[src/rtl/keypoint_extractor.sv]
// keypoint_extractor
//   Scans the FAST corner map in SRAM4 in raster order and emits one (x,y)
//   record per non-zero corner flag on a valid/ready stream. The records pass
//   through a small first-word-fall-through FIFO.
// Ports
//   clk, rst            clock, synchronous active-high reset
//   start, max_x, max_y frame start pulse and last column/row index (latched on start)
//   SRAM4_in            corner-map read data, valid the cycle after read_SRAM4
//   read_SRAM4, x_addr4, y_addr4  SRAM4 read strobe and address
//   kp_valid, kp_ready, kp_x, kp_y  keypoint stream (FIFO head)
//   kp_count            keypoints pushed this frame
//   busy, done          not-IDLE flag, 1-cycle frame-drained pulse
module keypoint_extractor #(
  parameter int X_MAX      = 5,
  parameter int Y_MAX      = 5,
  parameter int FIFO_DEPTH = 4,
  localparam int AW = $clog2(X_MAX) + 1,
  localparam int MW = $clog2(X_MAX),
  localparam int CW = 2 * MW + 1
) (
  input  logic          clk,
  input  logic          rst,
  input  logic          start,
  input  logic [MW-1:0] max_x,
  input  logic [MW-1:0] max_y,
  input  logic [7:0]    SRAM4_in,
  output logic          read_SRAM4,
  output logic [AW-1:0] x_addr4,
  output logic [AW-1:0] y_addr4,
  output logic          kp_valid,
  input  logic          kp_ready,
  output logic [AW-1:0] kp_x,
  output logic [AW-1:0] kp_y,
  output logic [CW-1:0] kp_count,
  output logic          busy,
  output logic          done
);

  localparam int PW = $clog2(FIFO_DEPTH);

  typedef enum logic [2:0] {IDLE, READ, CAPTURE, DRAIN, DONE} state_t;

  typedef struct packed {
    logic [AW-1:0] x;
    logic [AW-1:0] y;
  } kp_t;

  state_t        state, state_nx;
  logic [MW-1:0] mx_q, my_q;
  logic [AW-1:0] x_pos, y_pos;
  logic [AW-1:0] xa_q, ya_q;
  kp_t           mem [FIFO_DEPTH];
  logic [PW-1:0] wr_ptr, rd_ptr;
  logic [PW:0]   fcnt;
  logic          full, empty, push, pop, rd_go, last_col, last_row;

  assign empty = (fcnt == '0);
  assign full  = (fcnt == (PW+1)'(FIFO_DEPTH));
  // A read is only issued with a slot free, so the following push always fits.
  assign rd_go = (state == READ) && !full;
  assign push  = (state == CAPTURE) && (SRAM4_in != 8'd0);
  assign pop   = !empty && kp_ready;

  // Bounds also clamp to the physical map size in case max_x/max_y overshoot.
  assign last_col = (x_pos == AW'(mx_q)) || (x_pos == AW'(X_MAX - 1));
  assign last_row = (y_pos == AW'(my_q)) || (y_pos == AW'(Y_MAX - 1));

  always_comb begin
    state_nx = state;
    case (state)
      IDLE:    if (start) state_nx = READ;
      READ:    if (!full) state_nx = CAPTURE;
      CAPTURE: state_nx = (last_col && last_row) ? DRAIN : READ;
      DRAIN:   if (empty) state_nx = DONE;
      DONE:    state_nx = IDLE;
      default: state_nx = IDLE;
    endcase
  end

  // Address is live during the issuing cycle and holds afterwards.
  assign read_SRAM4 = rd_go;
  assign x_addr4    = rd_go ? x_pos : xa_q;
  assign y_addr4    = rd_go ? y_pos : ya_q;
  assign busy       = (state != IDLE);
  assign done       = (state == DONE);
  assign kp_valid   = !empty;
  assign kp_x       = mem[rd_ptr].x;
  assign kp_y       = mem[rd_ptr].y;

  always_ff @(posedge clk) begin
    if (rst) begin
      state    <= IDLE;
      mx_q     <= '0;
      my_q     <= '0;
      x_pos    <= '0;
      y_pos    <= '0;
      xa_q     <= '0;
      ya_q     <= '0;
      kp_count <= '0;
      wr_ptr   <= '0;
      rd_ptr   <= '0;
      fcnt     <= '0;
      for (int i = 0; i < FIFO_DEPTH; i++) mem[i] <= '0;
    end else begin
      state <= state_nx;
      if (state == IDLE && start) begin
        mx_q     <= max_x;
        my_q     <= max_y;
        x_pos    <= '0;
        y_pos    <= '0;
        kp_count <= '0;
      end
      if (rd_go) begin
        xa_q <= x_pos;
        ya_q <= y_pos;
      end
      if (state == CAPTURE) begin
        if (push) kp_count <= kp_count + CW'(1);
        if (last_col) begin
          x_pos <= '0;
          y_pos <= y_pos + AW'(1);
        end else begin
          x_pos <= x_pos + AW'(1);
        end
      end
      if (push) begin
        mem[wr_ptr] <= '{x: x_pos, y: y_pos};
        wr_ptr      <= wr_ptr + PW'(1);
      end
      if (pop) rd_ptr <= rd_ptr + PW'(1);
      case ({push, pop})
        2'b10:   fcnt <= fcnt + (PW+1)'(1);
        2'b01:   fcnt <= fcnt - (PW+1)'(1);
        default: fcnt <= fcnt;
      endcase
    end
  end

endmodule

[config.mk]
export PLATFORM = sky130hd
export DESIGN_NAME = keypoint_extractor
export DESIGN_NICKNAME = d
export VERILOG_FILES = /design/src/rtl/keypoint_extractor.sv
export SDC_FILE = /design/constraint.sdc
export NUM_CORES = 1
export LEC_CHECK = 0
export BUFFER_PORTS_ARGS = -buffer_cell sky130_fd_sc_hd__buf_2
export CORE_MARGIN = 10
export CORE_UTILIZATION = 50
export CTS_BUF_LIST = sky130_fd_sc_hd__clkbuf_16
export DETAILED_ROUTE_END_ITERATION = 8
export PLACE_DENSITY = 0.71
export REMOVE_ABC_BUFFERS = 1
export SKIP_CTS_REPAIR_TIMING = 1
export SYNTH_ARGS = -nofsm -noshare
export SYNTH_HDL_FRONTEND = slang
export SYNTH_SLANG_ARGS = --single-unit
[constraint.sdc]
create_clock -name clk -period 7.1 [get_ports clk]
set_input_delay 1.42 -clock clk [delete_from_list [all_inputs] [get_ports clk]]
set_output_delay 1.42 -clock clk [all_outputs]
set_load 0.01 [all_outputs]
Word level (Yosys, flattened, before mapping)

Memories as Yosys holds them, arrays and structs flattened. A register that Yosys moved wholly into a read port is not among the register bits.
Cells that the tools add are included.

Output and inout port bits: 27
Flip-flop bits (word level): 39
Bits in writable memories: 32
Memories: 1
Input bits: 18

Add/sub/neg operators: 7
Muxes and demuxes: 27
Eq/ne operators: 14
Reductions and logical operators: 17

Memories:

| name | depth | width | read ports | clocked after memory_dff | wr ports | line | RTL |
|---|---|---|---|---|---|---|---|
| mem  | 4     | 8     | 1          | 1                        | 4        | 52   | `kp_t mem [FIFO_DEPTH];` |

Operators with widths:

| operator                                                         | number |
|---|---|
| 4-bit 2-to-1 mux                                                 | 8 |
| 7-bit 2-to-1 mux                                                 | 3 |
| 3-bit case mux with 4 select lines                               | 1 |
| 3-bit 2-to-1 mux                                                 | 3 |
| 4-bit by 1-bit adder with 4-bit output (second input constant)   | 2 |
| 4-bit by 3-bit == test with 1-bit output                         | 2 |
| 4-bit by 3-bit == test with 1-bit output (second input constant) | 2 |
| 2-bit 2-to-1 mux                                                 | 4 |
| 8-bit 2-to-1 mux                                                 | 1 |
| 8-bit nonzero test                                               | 1 |
| 8-bit OR reduction                                               | 1 |
| 7-bit by 1-bit adder with 7-bit output (second input constant)   | 1 |
| 3-bit by 2-bit == test with 1-bit output (second input constant) | 2 |
| 3-bit == test (second input constant)                            | 2 |
| 3-bit logical NOT                                                | 2 |
| 1-bit 2-to-1 mux                                                 | 6 |
| 2-bit != test (second input constant)                            | 3 |
| 3-bit case mux with 2 select lines                               | 1 |
| 1-bit logical AND                                                | 5 |
| 2-bit by 1-bit adder with 2-bit output (second input constant)   | 2 |
| 2-bit nonzero test                                               | 2 |
| 3-bit by 1-bit adder with 3-bit output (second input constant)   | 1 |
| 3-bit by 1-bit == test with 1-bit output (second input constant) | 1 |
| 3-bit AND reduction                                              | 1 |
| 6 further kinds                                                  | 8 |

Longest topological paths before layout

Gate-level depths: netlist of run 1.

Word-level depth: 7
Depth in mapped cells: 11
Mapped depth without buffers: 9

Least setup slack after synthesis of run 1

No wires, ideal clock.

Path type: input -> register
Start: input SRAM4_in[5]
End: register fcnt[2]
Data arrival time: 3.481 ns
Required time: 7.029 ns
Stages: 9
Setup slack: 3.549 ns
Cells stage by stage: nor4_1 a21oi_4 inv_4 ha_1 inv_1 fa_1 xor2_1 or3_1 a21oi_1

Word-level cells in the longest chain between the ends: 4

Ends and longest elaborated chain:

| item                                                                             | line | RTL |
|---|---|---|
| start, declared                                                                  | 26   | `input logic [7:0] SRAM4_in,` |
| 8-bit nonzero test (*)                                                           | 61   | `assign push = (state == CAPTURE) && (SRAM4_in != 8'd0);` |
| 1-bit logical AND (*)                                                            | 61   |  |
| 2-bit by 1-bit == test with 1-bit output / 2-bit == test (equally long branches) | 131  | `case ({push, pop})` |
| 3-bit case mux with 2 select lines / 2-bit nonzero test (equally long branches)  | -    |  |
| end signal, assigned                                                             | 132  | `2'b10: fcnt <= fcnt + (PW+1)'(1);` |
| end signal, assigned                                                             | 133  | `2'b01: fcnt <= fcnt - (PW+1)'(1);` |
| end signal, assigned                                                             | 134  | `default: fcnt <= fcnt;` |
| end, declared                                                                    | 54   | `logic [PW:0] fcnt;` |

Mark *: on every way between the ends. The rest lies on a longest branch, timed or not.
A chain may end at the register's enable or synchronous reset.

Worst setup path after layout of run 1

Ends and elaborated chain as after synthesis.

==> results.toml, run 1 <==
[timing]
rsz0062_at_grt = "no"
worstMarginPinSlew_ns = 1.04
relSlewSlack_pct = 30.5
slew_violations = 0
finalSetupViolations = 0
fin_setup_tns_ns = 0
skew_ns = 0.00411
setup_slack_ns = 3.58
fin_crit_sh_pct = 49.6
max_freq_ghz = 0.284
finalHoldViolations = 0
period_minus_slack_ns = 3.52

[worst_setup_path]
worstSetupPathType = "in -> reg"
end_kind = "register"
critPathArrivalTime_ns = 3.77
cp-start-kind = "input pin"
r2r_cells = 4
critical_path.max_stage_delay_ns = 0.67
rrSetupSlack_ns = 4.31
r2r_start = "state[1]"
path_max_fanout = 9
slowest_stage = "nor4_1"
timing.rr.end = "mem[0][7]"
path_cells = "buf_2 > nor4_1 > a21oi_4 > inv_4 > ha_1 > inv_1 > fa_1 > xor2_1 > or3_1 > a21oi_1"
worstPathRequired_ns = 7.35

[synthesis]
synth_common_cells = "dfxtp_1 (41), and2_1 (34), edfxtp_1 (32), nor2_1 (20), nand2_1 (19)"
seq_area_frac_synth_pct = 51.2
postSynthAreaPerCell_um2 = 10.9
ys_ff_latch = 73
ys_top_cells_by_area = "edfxtp_1 (28%), dfxtp_1 (24%), and2_1 (6.1%)"
yosysUniqueCellTypes = 52
async_reset_ff_share_pct = 0
synthesis.area_um2 = 3480
yosysTopAreaCellShare_pct = 27.6
syn_inst = 318
synth_area_leader_cell = "edfxtp_1"
yosysMostFrequentCell = "dfxtp_1"
synth_flop_cell = "dfxtp_1"
yosys_warnings = 0
synth-edff-count = 32

[floorplan]
ios = 45
dieArea_um2 = 10700
rows = 30
die_x_um = 103
die_y_um = 103
initial_core_util_pct = 51.2
core_um2 = 6790

[route]
vias_per_cell = 5.26
drt-initial-drc-count = 153
dr.pass1.iters = 5
drc = 0
routedWlPerCell_um = 15.2
vias = 2376
routed_wirelength_um = 6860
antenna_left = 0

[cells_and_area]
syn2layout_area_growth_pct = 14.9
drive_gt1_share_pct = 26.7
final_area_um2 = 4000
antenna_cells = 0
nets = 376

[global_routing]
grt_pass1_wl_um = 11600
antenna_found_initial = 0
grt-ovfl-total = 0
grt_pass1_vias = 2411
grt_start_max_net_pins = 46
grtUsageTotal_pct = 14.1

[placed_design]
io_buffers = 44
routabilityCongestion = 0.830
dp_hpwl_um = 4860
dp_slack_ns = 3.25
dpl-instance-area_um2 = 3730

[power_and_ir_drop]
powerDensity_nw_per_um2 = 293
leakagePower_nw = 1.55
ir_worst_vdd_uv = 156

[hold_path]
min_to = "my_q[1]"
hold_depth = 2
min_from = "my_q[1]"
hp-class = "reg -> reg"

[clocking]
cts_buffers = 9
root_buffer = "clkbuf_16"
clk_pin_slew_worst_paths_ns = 0.06
cts.path.max_buffers = 2
cts.sinks = 73
htree_num_levels = 3
cts_tree = "yes"
insertion_delay_ns = 0.33

[run_status]
status = "completed"

[flow_run]
cap_violations = 0
[flip-flops by register name, summed over array words and instances, names as in the netlist, 3 cells and up, named ones only]
register  count
mem          32
kp_count      7
x_pos         4
xa_q          4
y_pos         4
ya_q          4
fcnt          3
mx_q          3
my_q          3
state         3
[critical path, delay by kind of cell]
family          cells  cell delay [ns]
simple gates        2             0.98
compound gates      2             0.35
fa+ha+maj           2             0.56
xor+xnor            1             0.16
buf+inv             3             0.31
[worst max-delay path by stage]
stage / start / endpoint / slack, ns / cells past startpoint
finish: SRAM4_in[5] / fcnt[2] / 3.58 / 10
global route: SRAM4_in[5] / fcnt[2] / 3.39 / 10
CTS: SRAM4_in[5] / fcnt[2] / 3.58 / 10
detailed placement: SRAM4_in[5] / fcnt[2] / 3.25 / 10
global placement: SRAM4_in[5] / fcnt[2] / 3.32 / 10
floorplan: SRAM4_in[5] / fcnt[2] / 3.55 / 9
[placed cells by master (no fill, tap or decap), drive strengths merged, types with 8 or more instances in the layout]
master / instances
buf: 45
dfxtp: 41
and2: 34
edfxtp: 32
nor2: 20
nand2: 19
a21oi: 18
inv: 14
nand3: 13
mux2: 13
nor2b: 10
clkbuf: 9
mux4: 8
[layout make-up]
type / instances / area [um^2]
Clock buffer: 9 / 225
Clock inverter: 7 / 46.3
Fill cell: 586 / 2790
Inverter: 13 / 51.3
Multi-Input combinational cell: 209 / 1550
Sequential cell: 73 / 1780
Tap cell: 96 / 120
Timing Repair Buffer: 45 / 228
[cell families after synthesis]
kind of cell             after synthesis  share of synthesized area (%)
multiplexers                          22                           9.78
buffers and inverters                 36                           4.53
AO/OA/AOI/OAI                         45                           9.06
adder cells (fa/ha/maj)                7                           2.73
flip-flops                            73                           51.2
XOR/XNOR                              12                           3.02
AND/OR/NAND/NOR                      123                           19.7
[power by group]
part | total, mW | switching [mW] | internal (mW)
clock network | 0.404 | 0.169 | 0.235
logic | 0.255 | 0.143 | 0.112
registers | 0.512 | 0.0401 | 0.472
[layer usage]
| layer | up-vias | GRT usage [%] | share of wire [%] | routed length, um |
|---|---|---|---|---|
| met1 | 1132 | 17.4 | 46 | 3180 |
| met5 | - | 0 | 0 | 0 |
| met4 | 0 | 7.38 | 2.1 | 141 |
| met2 | 41 | 22.8 | 48 | 3310 |
| met3 | 10 | 2.86 | 3.4 | 234 |
| li1 | 1193 | - | - | - |
[per-stage QoR]
step | hold WS, ns | instances | utilization (%) | power (mW)
CTS | 0.471 | 452 | 58.9 | 1.18
global placement | 0.461 | 436 | 54.9 | 0.769
finish | 0.468 | 452 | 58.9 | 1.17
floorplan | 0.443 | 295 | - | 0.693
detailed placement | 0.463 | 436 | 54.9 | 0.777
global route | 0.491 | 452 | 58.9 | 1.23
No activity file was read; power rests on OpenSTA's default activity.
==> inputs of run 2 (changes only) <==
Clock period 7.1 ns to 3.4 ns, I/O delays scaled along.
==> run 2 against run 1 <==
- sequential share of layout area fell by 0.33 points
- count of clock-buffer cells in the layout did not move
- flip-flop and latch count did not move
- largest power group unchanged
- sequential power rose by 110%
- critical path depth fell by 6
- first-iteration DRC count fell by 4.6%
- utilization rose by 0.44 points
- combinational power rose by 110%
- final cell count rose by 0.88%
==> results.toml, run 2 (synthesized netlist as in run 1, its figures left out) <==
[clocking]
insertion_delay_ns = 0.32
cts_tree = "yes"
cts.path.max_buffers = 2
cts.sinks = 73
root_buffer = "clkbuf_16"
htree_num_levels = 3
clk_pin_slew_worst_paths_ns = 0.06
cts_buffers = 9

[floorplan]
die_x_um = 103
dieArea_um2 = 10700
rows = 30
ios = 45
die_y_um = 103
initial_core_util_pct = 51.2
core_um2 = 6790

[global_routing]
grt_pass1_vias = 2428
grt-ovfl-total = 0
grtUsageTotal_pct = 13.7
grt_pass1_wl_um = 11600
antenna_found_initial = 0
grt_start_max_net_pins = 45

[power_and_ir_drop]
ir_worst_vdd_uv = 325
power_frac_comb_pct = 22.1
power.switching_mw = 0.737
p_clk_share_pct = 34.4
switching_share_pct = 30.0
intPower_mw = 1.72
p_seq_share_pct = 43.6
powerDensity_nw_per_um2 = 609
leakagePower_nw = 1.57

[timing]
finalSetupViolations = 0
rsz0062_at_grt = "no"
slew_violations = 0
finalHoldViolations = 0
relSlewSlack_pct = 43.8
skew_ns = 0.00461
period_minus_slack_ns = 2.68
fin_setup_tns_ns = 0
max_freq_ghz = 0.373
worstMarginPinSlew_ns = 0.841
fin_crit_sh_pct = 78.8

[cells_and_area]
largest_reg_flops = 32
top_register = "mem"
drive_gt1_share_pct = 27.5
antenna_cells = 0
layout_common_cells = "buf_2 (44), dfxtp_1 (41), and2_1 (34)"
reg_top3 = "mem x32, kp_count x7"
fin_cells = 456
final_common_cell = "buf_2"
syn2layout_area_growth_pct = 15.8
nets = 380

[route]
dr.pass1.iters = 4
drc = 0
drt-initial-drc-count = 146
vias_per_cell = 5.23
routed_wirelength_um = 6890
routedWlPerCell_um = 15.1
vias = 2387
antenna_left = 0

[placed_design]
routabilityCongestion = 0.807
dp_hpwl_um = 4900
io_buffers = 44
dp.cells = 440

[worst_setup_path]
cp-start-kind = "register"
rrSetupSlack_ns = 0.74
worstPathRequired_ns = 2.72
path_max_fanout = 9
critPathArrivalTime_ns = 2.00
worstSetupPathType = "reg -> out"
end_kind = "output pin"

[flow_run]
cap_violations = 0

[hold_path]
hp-class = "reg -> reg"

[run_status]
status = "completed"
==> run 2: changes by cell type in the layout (fill, tap and decap cells not counted), sizes merged <==
cell  change
buf       +4
==> run 2: layout make-up <==
cell class,instances,area (um^2)
clock buffers,9,225
clock inverters,7,46.3
fillers,584,2760
inverters,13,51.3
multi-input cells,209,1550
flip-flops and latches,73,1780
well taps,96,120
repair buffers,49,258
==> run 2: path summary, 6_finish.rpt <==
kind / start / to / cells after the start
worst min-delay path: my_q[1] / my_q[1] / 2
worst max register to register: state[1] / mem[0][6] / 5
worst min register to register: my_q[1] / my_q[1] / 2
worst max-delay path: state[0] / y_addr4[3] / 4
==> run 2: worst max-delay path: stages, from the launching register on <==
cell and delay [ns]:
dfxtp_1 0.46, inv_1 0.13, a2111o_1 0.59, mux2_2 0.35
buf_2 0.14
==> run 2: through the flow <==
step	setup WS (ns)	power (mW)	util, %	instance area (um^2)	hold WS (ns)
3_5_place_dp	0.507	1.63	55.3	3760	0.460
2_1_floorplan	0.590	1.45	-	3370	0.443
4_1_cts	0.704	2.48	59.3	4030	0.467
5_1_grt	0.570	2.58	59.3	4030	0.487
6_report	0.720	2.46	59.3	4030	0.467
3_3_place_gp	0.586	1.62	55.3	3760	0.458
==> run 2: power groups by stage <==
stage | logic, mW | clock network [mW] | registers (mW)
after floorplan | 0.382 | 0 | 1.07
final | 0.541 | 0.844 | 1.07
after global placement | 0.531 | 0 | 1.09
after detailed placement | 0.544 | 0 | 1.09
after global routing | 0.603 | 0.898 | 1.08
after CTS | 0.548 | 0.858 | 1.07
==> run 2: metal layers <==
metal	routed length (um)	global-route usage, %
met5	0	0
met4	65	5.99
met3	290	2.72
met2	3310	21.9
met1	3230	17.6
==> inputs of run 3 (changes only) <==
Clock period 3.4 ns to 2.5 ns, I/O delays scaled along.
==> run 3 against run 2 <==
- clock skew increased by 0.00088 ns
- final cell count grew 1.8%
- total power up 38%
- critical path type unchanged
- largest power group unchanged
- highest routed layer unchanged
==> results.toml, run 3 (synthesized netlist as in run 1, its figures left out) <==
[run_status]
status = "completed"

[worst_setup_path]
r2r_start = "state[0]"
cp-endpoint = "x_addr4[0]"
timing.rr.end = "fcnt[2]"
path_max_fanout = 9
critPathArrivalTime_ns = 1.88
cp-start-kind = "register"
worstPathRequired_ns = 2.00
r2r_cells = 9
worstSetupPathType = "reg -> out"
rrSetupSlack_ns = 0.33
crit_start = "state[0]"
end_kind = "output pin"

[route]
routedWlPerCell_um = 15.3
antenna_left = 0
drt-initial-drc-count = 75
drc = 0
vias_per_cell = 5.23
vias = 2429
routed_wirelength_um = 7080
dr.pass1.iters = 4

[placed_design]
dp_hpwl_um = 5040
routabilityCongestion = 0.813
io_buffers = 44

[timing]
relSlewSlack_pct = 41.4
finalHoldViolations = 0
slew_violations = 0
fin_crit_sh_pct = 95.0
skew_ns = 0.00549
rsz0062_at_grt = "no"
finalSetupViolations = 0
worstMarginPinSlew_ns = 0.878
max_freq_ghz = 0.421
period_minus_slack_ns = 2.38

[floorplan]
core_um2 = 6790
initial_core_util_pct = 51.2
die_x_um = 103
dieArea_um2 = 10700
ios = 45
die_y_um = 103
rows = 30

[cells_and_area]
syn2layout_area_growth_pct = 17.6
final_common_cell = "buf_2"
reg_top3 = "mem x32, kp_count x7"
post-route-util_pct = 60.3
largest_reg_flops = 32
drive_gt1_share_pct = 29.3
layout_common_cells = "buf_2 (44), dfxtp_1 (40), and2_1 (34)"
nets = 388
antenna_cells = 0
top_register = "mem"

[global_routing]
grt_pass1_vias = 2507
grtUsageTotal_pct = 14.4
grt_pass1_wl_um = 11900
grt_start_max_net_pins = 28
grt-ovfl-total = 0
antenna_found_initial = 0

[flow_run]
cap_violations = 0

[clocking]
htree_num_levels = 3
root_buffer = "clkbuf_16"
cts_tree = "yes"
clk_pin_slew_worst_paths_ns = 0.06
insertion_delay_ns = 0.33
cts.path.max_buffers = 2
cts_buffers = 9
cts.sinks = 73

[power_and_ir_drop]
ir_worst_vdd_uv = 445
leakagePower_nw = 1.60
powerDensity_nw_per_um2 = 825
power_mw = 3.38

[hold_path]
hp-class = "in -> reg"
-- run 3: cell types whose count changed in the layout (fill, tap and decap cells not counted), sizes merged --
| cell | change |
|---|---|
| inv | -1 |
| buf | +8 |
| clkinvlp | +1 |
-- run 3: layer usage --
| layer | global-route usage (%) | up-vias | wire length (um) |
|---|---|---|---|
| met5 | 0 | - | 0 |
| met4 | 7.91 | 0 | 144 |
| met3 | 2.59 | 10 | 303 |
| met2 | 24.4 | 53 | 3440 |
| met1 | 16.8 | 1151 | 3190 |
| li1 | - | 1215 | - |
-- run 3: layout make-up --
class	instances	area, um^2
Clock buffer	9	225
Clock inverter	7	47.5
Fill cell	579	2700
Inverter	13	51.3
Multi-Input combinational cell	209	1550
Sequential cell	73	1780
Tap cell	96	120
Timing Repair Buffer	57	318
-- run 3: worst max-delay path, stage by stage (launching register included) --
cell and delay, ns:
dfxtp_2 0.40, inv_1 0.10, a2111o_2 0.58, mux2_2 0.32, buf_2 0.14
-- run 3: report_power, final --
part           internal [mW]  leakage (nW)  switching, mW
combinational          0.352         0.815          0.432
clock                  0.667         0.123          0.484
sequential              1.34         0.663          0.100
total                   2.36          1.60           1.02
-- run 3: how the worst min path moves through the flow --
stage / start / to / slack, ns / cells after the start
finish: max_x[2] / mx_q[2] / 0.41 / 3
global route: max_y[0] / my_q[0] / 0.42 / 3
CTS: max_y[2] / my_q[2] / 0.40 / 3
detailed placement: my_q[0] / my_q[0] / 0.46 / 2
global placement: mx_q[0] / mx_q[0] / 0.46 / 2
floorplan: mx_q[2] / mx_q[2] / 0.44 / 2
-- run 3: per-stage QoR --
step	instance area, um^2	worst slack (ns)	hold WS (ns)	TNS (ns)	cells
2_1_floorplan	3370	-0.130	0.443	-0.130	295
3_3_place_gp	3820	0.0993	0.459	0	448
3_5_place_dp	3820	0.0336	0.460	0	448
4_1_cts	4090	-0.0338	0.399	-0.196	464
5_1_grt	4090	0.0491	0.423	0	464
6_report	4090	0.125	0.407	0	464
